File: src/rtl/mem_responder_if.sv
// ---------------------------------------------------------------------------
// mem_responder_if
//   CPU-side memory bus seen by mem_responder.
//
//   mem_addr  16  CPU address (instruction fetch or load/store)
//   mem_din   16  CPU store data
//   mem_WE     1  CPU write enable
//   mem_dout  16  read data returned to the CPU, one cycle after the address
//
//   master : the CPU (drives address/data/write enable, receives read data)
//   slave  : the responder (receives address/data/write enable, drives read data)
// ---------------------------------------------------------------------------
interface mem_responder_if;
    logic [15:0] mem_addr;
    logic [15:0] mem_din;
    logic        mem_WE;
    logic [15:0] mem_dout;

    modport master (
        output mem_addr,
        output mem_din,
        output mem_WE,
        input  mem_dout
    );

    modport slave (
        input  mem_addr,
        input  mem_din,
        input  mem_WE,
        output mem_dout
    );
endinterface

File: src/rtl/mem_responder.sv
// ---------------------------------------------------------------------------
// mem_responder
//   Address decoder and MMIO block sitting between a 16-bit CPU and a
//   single-port BRAM. Addresses 0x0000-0xFEFF go to the BRAM; page 0xFFxx
//   holds the peripherals:
//     0xFF00  keyboard status  {10'b0, count[3:0], overflow, nonempty}
//             write with din[1]=1 clears the sticky overflow flag
//     0xFF01  keyboard data    {8'h00, scancode}, popped once per read burst
//     0xFF02  LED register     read/write
//     0xFF03  free-running timer (only with MEM_RESP_TIMER_EN)
//     others  reserved: read 0x0000, writes ignored
//   All reads have one cycle of latency so MMIO lines up with the BRAM.
//
// Ports
//   clk        system clock, all state on the rising edge
//   rst        asynchronous, active-high reset
//   bus        CPU bus (mem_responder_if.slave)
//   bram_addr  BRAM port A address   (combinational copy of mem_addr)
//   bram_din   BRAM port A write data (combinational copy of mem_din)
//   bram_we    BRAM write enable, only asserted for BRAM-region writes
//   bram_dout  BRAM read data, one-cycle latency
//   kb_code    PS/2 scancode
//   kb_valid   one-cycle strobe qualifying kb_code
//   led        LED register contents
//
// Build option
//   MEM_RESP_TIMER_EN  when defined, 0xFF03 is a 16-bit counter that
//                      increments every cycle and can be loaded by a write;
//                      when undefined, 0xFF03 behaves as a reserved address.
// ---------------------------------------------------------------------------
module mem_responder (
    input  logic            clk,
    input  logic            rst,
    mem_responder_if.slave  bus,
    output logic [15:0]     bram_addr,
    output logic [15:0]     bram_din,
    output logic            bram_we,
    input  logic [15:0]     bram_dout,
    input  logic [7:0]      kb_code,
    input  logic            kb_valid,
    output logic [15:0]     led
);

    localparam logic [7:0] MMIO_PAGE   = 8'hFF;
    localparam logic [7:0] OFS_KB_STAT = 8'h00;
    localparam logic [7:0] OFS_KB_DATA = 8'h01;
    localparam logic [7:0] OFS_LED     = 8'h02;
    localparam logic [7:0] OFS_TIMER   = 8'h03;
    localparam logic [3:0] FIFO_DEPTH  = 4'd8;

    // -----------------------------------------------------------------------
    // Address decode
    // -----------------------------------------------------------------------
    logic       is_mmio;
    logic [7:0] mmio_ofs;
    logic       stat_wr;
    logic       led_wr;
    logic       kb_rd;

    assign is_mmio  = (bus.mem_addr[15:8] == MMIO_PAGE);
    assign mmio_ofs = bus.mem_addr[7:0];

    assign stat_wr = is_mmio && (mmio_ofs == OFS_KB_STAT) && bus.mem_WE;
    assign led_wr  = is_mmio && (mmio_ofs == OFS_LED)     && bus.mem_WE;
    assign kb_rd   = is_mmio && (mmio_ofs == OFS_KB_DATA) && !bus.mem_WE;

    // BRAM port is a straight pass-through; only the write enable is gated
    // so MMIO stores never corrupt memory. Kept combinational so it is
    // also low during reset whenever the CPU is not writing.
    assign bram_addr = bus.mem_addr;
    assign bram_din  = bus.mem_din;
    assign bram_we   = bus.mem_WE && !is_mmio;

    // -----------------------------------------------------------------------
    // Keyboard FIFO (8 x 8)
    // -----------------------------------------------------------------------
    logic [7:0] fifo_mem [8];
    logic [2:0] wr_ptr;
    logic [2:0] rd_ptr;
    logic [3:0] count;
    logic       overflow;
    logic       kb_hold_q;

    logic fifo_empty;
    logic fifo_full;
    logic kb_entry;
    logic pop;
    logic push;
    logic ovf_event;
    logic ovf_clr;

    assign fifo_empty = (count == 4'd0);
    assign fifo_full  = (count == FIFO_DEPTH);

    // A data read pops only on its first cycle; holding the address keeps
    // the captured byte on mem_dout without draining further entries.
    assign kb_entry = kb_rd && !kb_hold_q;
    assign pop      = kb_entry && !fifo_empty;

    // When full, a push is still accepted if a pop frees a slot in the
    // same cycle; otherwise it is dropped and flagged.
    assign push      = kb_valid && (!fifo_full || pop);
    assign ovf_event = kb_valid && fifo_full && !pop;
    assign ovf_clr   = stat_wr && bus.mem_din[1];

    always_ff @(posedge clk) begin
        if (push) begin
            fifo_mem[wr_ptr] <= kb_code;
        end
    end

    always_ff @(posedge clk or posedge rst) begin
        if (rst) begin
            wr_ptr    <= '0;
            rd_ptr    <= '0;
            count     <= '0;
            overflow  <= 1'b0;
            kb_hold_q <= 1'b0;
        end else begin
            if (push) begin
                wr_ptr <= wr_ptr + 3'd1;
            end
            if (pop) begin
                rd_ptr <= rd_ptr + 3'd1;
            end
            case ({push, pop})
                2'b10:   count <= count + 4'd1;
                2'b01:   count <= count - 4'd1;
                default: count <= count;
            endcase
            // A drop in the same cycle as a clear leaves the flag set.
            overflow  <= ovf_event || (overflow && !ovf_clr);
            kb_hold_q <= kb_rd;
        end
    end

    // -----------------------------------------------------------------------
    // LED register
    // -----------------------------------------------------------------------
    always_ff @(posedge clk or posedge rst) begin
        if (rst) begin
            led <= '0;
        end else if (led_wr) begin
            led <= bus.mem_din;
        end
    end

    // -----------------------------------------------------------------------
    // Timer
    // -----------------------------------------------------------------------
    logic [15:0] timer_val;

`ifdef MEM_RESP_TIMER_EN
    logic        timer_wr;
    logic [15:0] timer_q;

    assign timer_wr = is_mmio && (mmio_ofs == OFS_TIMER) && bus.mem_WE;

    always_ff @(posedge clk or posedge rst) begin
        if (rst) begin
            timer_q <= '0;
        end else if (timer_wr) begin
            timer_q <= bus.mem_din;
        end else begin
            timer_q <= timer_q + 16'd1;
        end
    end

    assign timer_val = timer_q;
`else
    assign timer_val = 16'h0000;
`endif

    // -----------------------------------------------------------------------
    // Read path
    // -----------------------------------------------------------------------
    logic [15:0] rd_val;
    logic [15:0] rdata_q;
    logic        region_bram_q;

    always_comb begin
        rd_val = 16'h0000;
        if (is_mmio) begin
            case (mmio_ofs)
                OFS_KB_STAT: rd_val = {10'b0, count, overflow, !fifo_empty};
                OFS_KB_DATA: rd_val = pop ? {8'h00, fifo_mem[rd_ptr]} : 16'h0000;
                OFS_LED:     rd_val = led;
                OFS_TIMER:   rd_val = timer_val;
                default:     rd_val = 16'h0000;
            endcase
        end
    end

    always_ff @(posedge clk or posedge rst) begin
        if (rst) begin
            region_bram_q <= 1'b0;
            rdata_q       <= '0;
        end else begin
            region_bram_q <= !is_mmio;
            if (!(kb_rd && kb_hold_q)) begin
                rdata_q <= rd_val;
            end
        end
    end

    assign bus.mem_dout = region_bram_q ? bram_dout : rdata_q;

endmodule
File: src/flat_wrapper.sv
// flat-port wrapper written by rule: the top's interface ports become plain ports
module mem_responder_flat 
  (clk, rst, bram_addr, bram_din, bram_we, bram_dout, kb_code, kb_valid, led, bus_mem_addr, bus_mem_din, bus_mem_WE, bus_mem_dout);
  mem_responder_if bus_i ();
  input  logic clk;
  input  logic rst;
  output logic [15:0] bram_addr;
  output logic [15:0] bram_din;
  output logic bram_we;
  input  logic [15:0] bram_dout;
  input  logic [7:0] kb_code;
  input  logic kb_valid;
  output logic [15:0] led;
  input wire logic [$bits(bus_i.mem_addr)-1:0] bus_mem_addr;
  input wire logic [$bits(bus_i.mem_din)-1:0] bus_mem_din;
  input wire logic [$bits(bus_i.mem_WE)-1:0] bus_mem_WE;
  output wire logic [$bits(bus_i.mem_dout)-1:0] bus_mem_dout;
  assign bus_i.mem_addr = bus_mem_addr;
  assign bus_i.mem_din = bus_mem_din;
  assign bus_i.mem_WE = bus_mem_WE;
  assign bus_mem_dout = bus_i.mem_dout;
  mem_responder u_core (.clk(clk), .rst(rst), .bus(bus_i), .bram_addr(bram_addr), .bram_din(bram_din), .bram_we(bram_we), .bram_dout(bram_dout), .kb_code(kb_code), .kb_valid(kb_valid), .led(led));
endmodule
File: config.mk
export PLATFORM = sky130hd
export DESIGN_NAME = mem_responder_flat
export DESIGN_NICKNAME = d
export VERILOG_FILES = /design/src/rtl/mem_responder_if.sv /design/src/rtl/mem_responder.sv /design/src/flat_wrapper.sv
export SDC_FILE = /design/constraint.sdc
export NUM_CORES = 1
export LEC_CHECK = 0
export ABC_AREA = 1
export BUFFER_PORTS_ARGS = -buffer_cell sky130_fd_sc_hd__buf_4
export CAP_MARGIN = 15
export CELL_PAD_IN_SITES_DETAIL_PLACEMENT = 0
export CELL_PAD_IN_SITES_GLOBAL_PLACEMENT = 1
export CORE_MARGIN = 1.5
export CORE_UTILIZATION = 44
export DETAILED_ROUTE_END_ITERATION = 10
export PLACE_DENSITY_LB_ADDON = 0.1
export SLEW_MARGIN = 20
export SYNTH_ARGS = -nofsm -noshare
export SYNTH_HDL_FRONTEND = slang
export SYNTH_SLANG_ARGS = --single-unit
export TNS_END_PERCENT = 5
File: constraint.sdc
create_clock -name clk -period 4.92 [get_ports clk]
set_clock_uncertainty 0.2 [all_clocks]
set_input_delay 0 -clock clk [delete_from_list [all_inputs] [get_ports clk]]
set_output_delay 0 -clock clk [all_outputs]
set_load 0.005 [all_outputs]
After elaboration in Yosys (flattened, before gate mapping)
Memory sizes are Yosys's and may differ from the RTL's. Index checks and enable logic that the tools add are counted.

Flip-flop bits (word level): 45. RAM bits: 64. Memories: 1.

$add $sub $neg: 4. Eq/ne operators: 6. Multiplexer cells: 7. Reduce and logical (&&, ||, !) cells: 27.

Memories: u_core.fifo_mem (depth 8, width 8, read ports 1, clocked after memory_dff 0, write ports 1, RTL line mem_responder.sv:77) `logic [7:0] fifo_mem [8];`.

Operator list (count): one-hot mux 16 bit (3 select lines) (1); 2-to-1 mux 16 bit (2); logical AND 1 bit (15); == test 8 x 1 -> 1 bit, second input constant (1); == test 8 x 2 -> 1 bit, second input constant (1); == test 8 bit, second input constant (1); logical NOT 8 bit (1); 2-to-1 mux 8 bit (1); one-hot mux 4 bit (2 select lines) (1); logical NOT 1 bit (7); adder 3 x 1 -> 3 bit, second input constant (2); adder 4 x 1 -> 4 bit, second input constant (1); == test 4 bit, second input constant (1); logical NOT 4 bit (1); subtractor 4 x 1 -> 4 bit, second input constant (1); == test 2 x 1 -> 1 bit, second input constant (1); == test 2 bit, second input constant (1); logical OR 1 bit (2); 2-to-1 mux 1 bit (2); nonzero test 2 bit (1).

Longest topological paths before layout
Depth after elaboration: 9. Depth in mapped cells: 14.

Worst setup path after synthesis
No wires, ideal clock.

Path type: register -> register. Start point: register u_core.count[0]. End point: memory u_core.fifo_mem[4][0] (enable). Setup time: 370 ps. Arrival: 1665 ps. Path slack: 2685 ps. Cell stages (with the launch flop): 10. Period minus slack after synthesis: 2235 ps. Cell sequence: dfrtp_1 > nor2_1 > nand2_1 > nand2_1 > nor2_4 > inv_2 > a21oi_4 > inv_2 > or2_1 > nor2_1.

Longest elaborated chain between the ends: 7. Elaborated cells on any way between the ends: 9. Classes of those cells: 1 x eq/ne; 2 x mux; 6 x reduce/logical.

Ends and longest elaborated chain: from (decl) (RTL line mem_responder.sv:80) `logic [3:0] count;`; from (signal assigned) (RTL line mem_responder.sv:127) `2'b10: count <= count + 4'd1;`; from (signal assigned) (RTL line mem_responder.sv:128) `2'b01: count <= count - 4'd1;`; from (signal assigned) (RTL line mem_responder.sv:129) `default: count <= count;`; logical NOT 4 bit (RTL line mem_responder.sv:92) `assign fifo_empty = (count == 4'd0);`; logical NOT 1 bit (RTL line mem_responder.sv:98) `assign pop = kb_entry && !fifo_empty;`; logical AND 1 bit (RTL line mem_responder.sv:98); logical OR 1 bit (*) (RTL line mem_responder.sv:102) `assign push = kb_valid && (!fifo_full || pop);`; logical AND 1 bit (*) (RTL line mem_responder.sv:102); 2-to-1 mux 1 bit (*) (RTL line mem_responder.sv:107) `if (push) begin`; 2-to-1 mux 1 bit (not written as such) (*) (RTL line mem_responder.sv:108) `fifo_mem[wr_ptr] <= kb_code;`; to (decl) (RTL line mem_responder.sv:77).

Mark *: on every way between the ends. The rest lies on a longest branch, timed or not.

Worst setup path in the final report
Start point: input bus_mem_addr[10]. End point: memory u_core.fifo_mem[6][1] (enable).

Longest elaborated chain between the ends: 9.

Ends and longest elaborated chain: from (decl) (RTL line flat_wrapper.sv:14) `input wire logic [$bits(bus_i.mem_addr)-1:0] bus_mem_addr;`; == test 8 bit (RTL line mem_responder.sv:60) `assign is_mmio = (bus.mem_addr[15:8] == MMIO_PAGE);`; logical AND 1 bit (2 in a row) (RTL line mem_responder.sv:65) `assign kb_rd = is_mmio && (mmio_ofs == OFS_KB_DATA) && !bus.mem_WE;`; net u_core.kb_rd (RTL line mem_responder.sv:58) `logic kb_rd;`; logical AND 1 bit (RTL line mem_responder.sv:97) `assign kb_entry = kb_rd && !kb_hold_q;`; logical AND 1 bit (RTL line mem_responder.sv:98); logical OR 1 bit (RTL line mem_responder.sv:102); logical AND 1 bit (RTL line mem_responder.sv:102); 2-to-1 mux 1 bit (RTL line mem_responder.sv:107); 2-to-1 mux 1 bit (not written as such) (RTL line mem_responder.sv:108).

The timed path passes the listed nets, and every way through them passes these cells.

==> out/results.ini <==
[timing]
grt_setup_unrepaired=false
finalSetupTns_ns=0
hold_violations=0
fmax_mhz=249
slew_headroom_pct=36.7
fin_crit_ns=4.01
setup-violations-final=0
worstMarginPinSlew_ns=0.949
final.period_utilization_pct=81.5
holdWs_ns=0.0771
drv_slew=0

[worst_setup_path]
cp_top_family=buffers and inverters
critPathArrivalTime_ns=3.80
crit_path_start_kind=input pin
cpPeakStageDelay_ns=0.60
cp_cell_sequence=dlygate4sd3_1 -> buf_4 -> nand2_1 -> dlygate4sd3_1 -> nor2_1 -> nand3_1 -> dlygate4sd3_1 -> nor2_4 -> inv_2 -> nor2_4 -> inv_2 -> a21oi_4 -> inv_2 -> or2_1 -> nor2_1
cp_data_required_time_ns=4.71
slowest_stage=dlygate4sd3_1
crit_type=in2reg
crit_path_max_fanout=12
worstSetupEndpointType=flop
crit_buf_inv=7

[status]
status=finished clean

[placement]
hpwl_um=8400
place_area_mm2=0.00594
place.gp.congestion=0.840
io_buffers=124

[cells_and_area]
syn2layout_area_growth_pct=31.7
seqCellArea_mm2=0.00305
fin_nets=703
diodes=0
multi_input_area_mm2=0.00157
drive_above_1_share_pct=26.7
num-fill-cells=977
final_area_mm2=0.00677

[detailed_routing]
drt.antenna.violating_nets=0
drc=0
wl_per_cell_um=15.8
drtIter0Drc=196
vias=3933
avgViaCountPerCell=4.99
totalWireLength_um=12400
drtPass1Iterations=4

[flow_run]
maxCapViolCount=0

[synth]
avgSynthCellArea_um2=10.2
synth_cell_types=39
synth-edff-count=64
synth.most_common_cell=nand2_1
yosys_warnings=0
synth_common_cells=nand2_1 (84), edfxtp_1 (64), o21ai_0 (58), nor2_1 (56), inv_1 (49)
synth_nets=565
syn-instance-count=502
synth_top_area_share_pct=37.4
yosys_most_used_dff=edfxtp_1
synthTopCellsByArea=edfxtp_1 (37%), dfrtp_1 (22%), nand2_1 (6.1%)
yosys_register_bits=109
synth_seq_area_share_pct=59.3
async_flop_share_pct=41.3
netlist_area_mm2=0.00514
yosys.area.top_type=edfxtp_1

[global_route]
grt_remaining_overflow=0
grt_max_degree=46
track_usage_pct=21.0
antenna_found_initial=0
grt_pass1_vias=4003
grt_first_pass_wirelength_um=20400

[clock_tree]
numCtsBuffers=9
tritoncts=yes
cts_resized=0
htreeDepth=3
ctsHoldBuffers=51
cts.clk_slew.worst_paths_ns=0.07
cts_root_buffer=clkbuf_16
cts.path.max_buffers=2
insertion_delay_ns=0.35
clock-sinks=109
cts_post_setup_buffers_inserted=0

[power]
leakage_nw=2.94
ir_drop_mv=0.289
power_density_mw_per_mm2=330

[worst_hold_path]
hold_path.class=in2out

[floorplanning]
io-pin-count=125
start_util_pct=45.0
die-area_mm2=0.0123
die_height_um=111
die_x_um=111
core-area_mm2=0.0114
num_rows=39

[sequential cells by signal, indices dropped and copies added (netlist names)]
register / count
u_core.region_bram_q: 1
u_core.overflow: 1
u_core.led: 16
u_core.fifo_mem: 64
u_core.wr_ptr: 3
u_core.rd_ptr: 3
u_core.count: 4
u_core.rdata_q: 16
u_core.kb_hold_q: 1
[routing by layer]
metal	track usage, %	routed length, um	share of wire (%)	up-vias
met5	0	0	0	-
met4	7.00	153	1.2	0
met3	3.77	689	5.5	12
met2	36.5	6260	50	122
met1	26.8	5320	43	1855
li1	-	-	-	1944
[cell families after synthesis]
| group | after synthesis | share of synthesized area, % |
|---|---|---|
| xor gates and xnor gates | 6 | 1.02 |
| adders and majority gates | 3 | 0.731 |
| muxes | 10 | 2.70 |
| DFF | 109 | 59.3 |
| buffers and inverters | 105 | 10.2 |
| and+or+nand+nor | 173 | 14.7 |
| AOI/OAI and AO/OA | 96 | 11.3 |
[where the power goes]
part / internal (W) / switching, W
logic: 0.000150 / 0.000185
registers: 0.00108 / 0.0000547
clock network: 0.000409 / 0.000353
[worst paths after layout]
kind                                        from                     to  slack [ns]  cells after the start
worst max register to register  u_core.rd_ptr[0]      u_core.rdata_q[2]        1.60                      8
worst min-delay path                bram_dout[6]        bus_mem_dout[6]        0.08                      4
worst min register to register    u_core.led[13]     u_core.rdata_q[13]        0.32                      2
min in group asynchronous                    rst          u_core.led[2]        0.14                      3
max in group asynchronous                    rst          u_core.led[7]        3.89                      3
worst max-delay path            bus_mem_addr[10]  u_core.fifo_mem[6][1]        0.91                     15
[layout make-up]
type | count | share of cell area, %
clock buffer | 9 | 3.33
tap | 143 | 2.64
sequential | 109 | 45.0
inverter | 57 | 3.18
timing repair buffer | 175 | 21.3
clock inverter | 7 | 1.37
multi-input combinational | 288 | 23.2
[per-stage QoR]
step	utilization, %	total power (W)	worst slack [ns]	cells
6_report	59.3	0.00223	0.908	788
5_1_grt	59.3	0.00234	0.599	788
4_1_cts	59.3	0.00225	0.951	788
3_5_place_dp	52.0	0.00146	2.04	721
3_3_place_gp	52.0	0.00145	2.08	721
2_1_floorplan	-	0.00133	2.68	502
[cells in the final DEF, fill, tap and decap left out, drive strengths merged, types with 9 or more instances in the layout]
cell and count:
dfrtp 45, dlygate4sd3 51, mux2 10, buf 124
o21ai 60, edfxtp 64, nand3 11, inv 57
clkbuf 9, nand2 86, nor2 59
[tightest hold or removal path: cells and delay by family]
kind,cells,cell delay (ns)
buffers and inverters,2,0.19
AO/OA/AOI/OAI,1,0.06
AND/OR/NAND/NOR,1,0.04
Power figures use the tool's default switching activity.
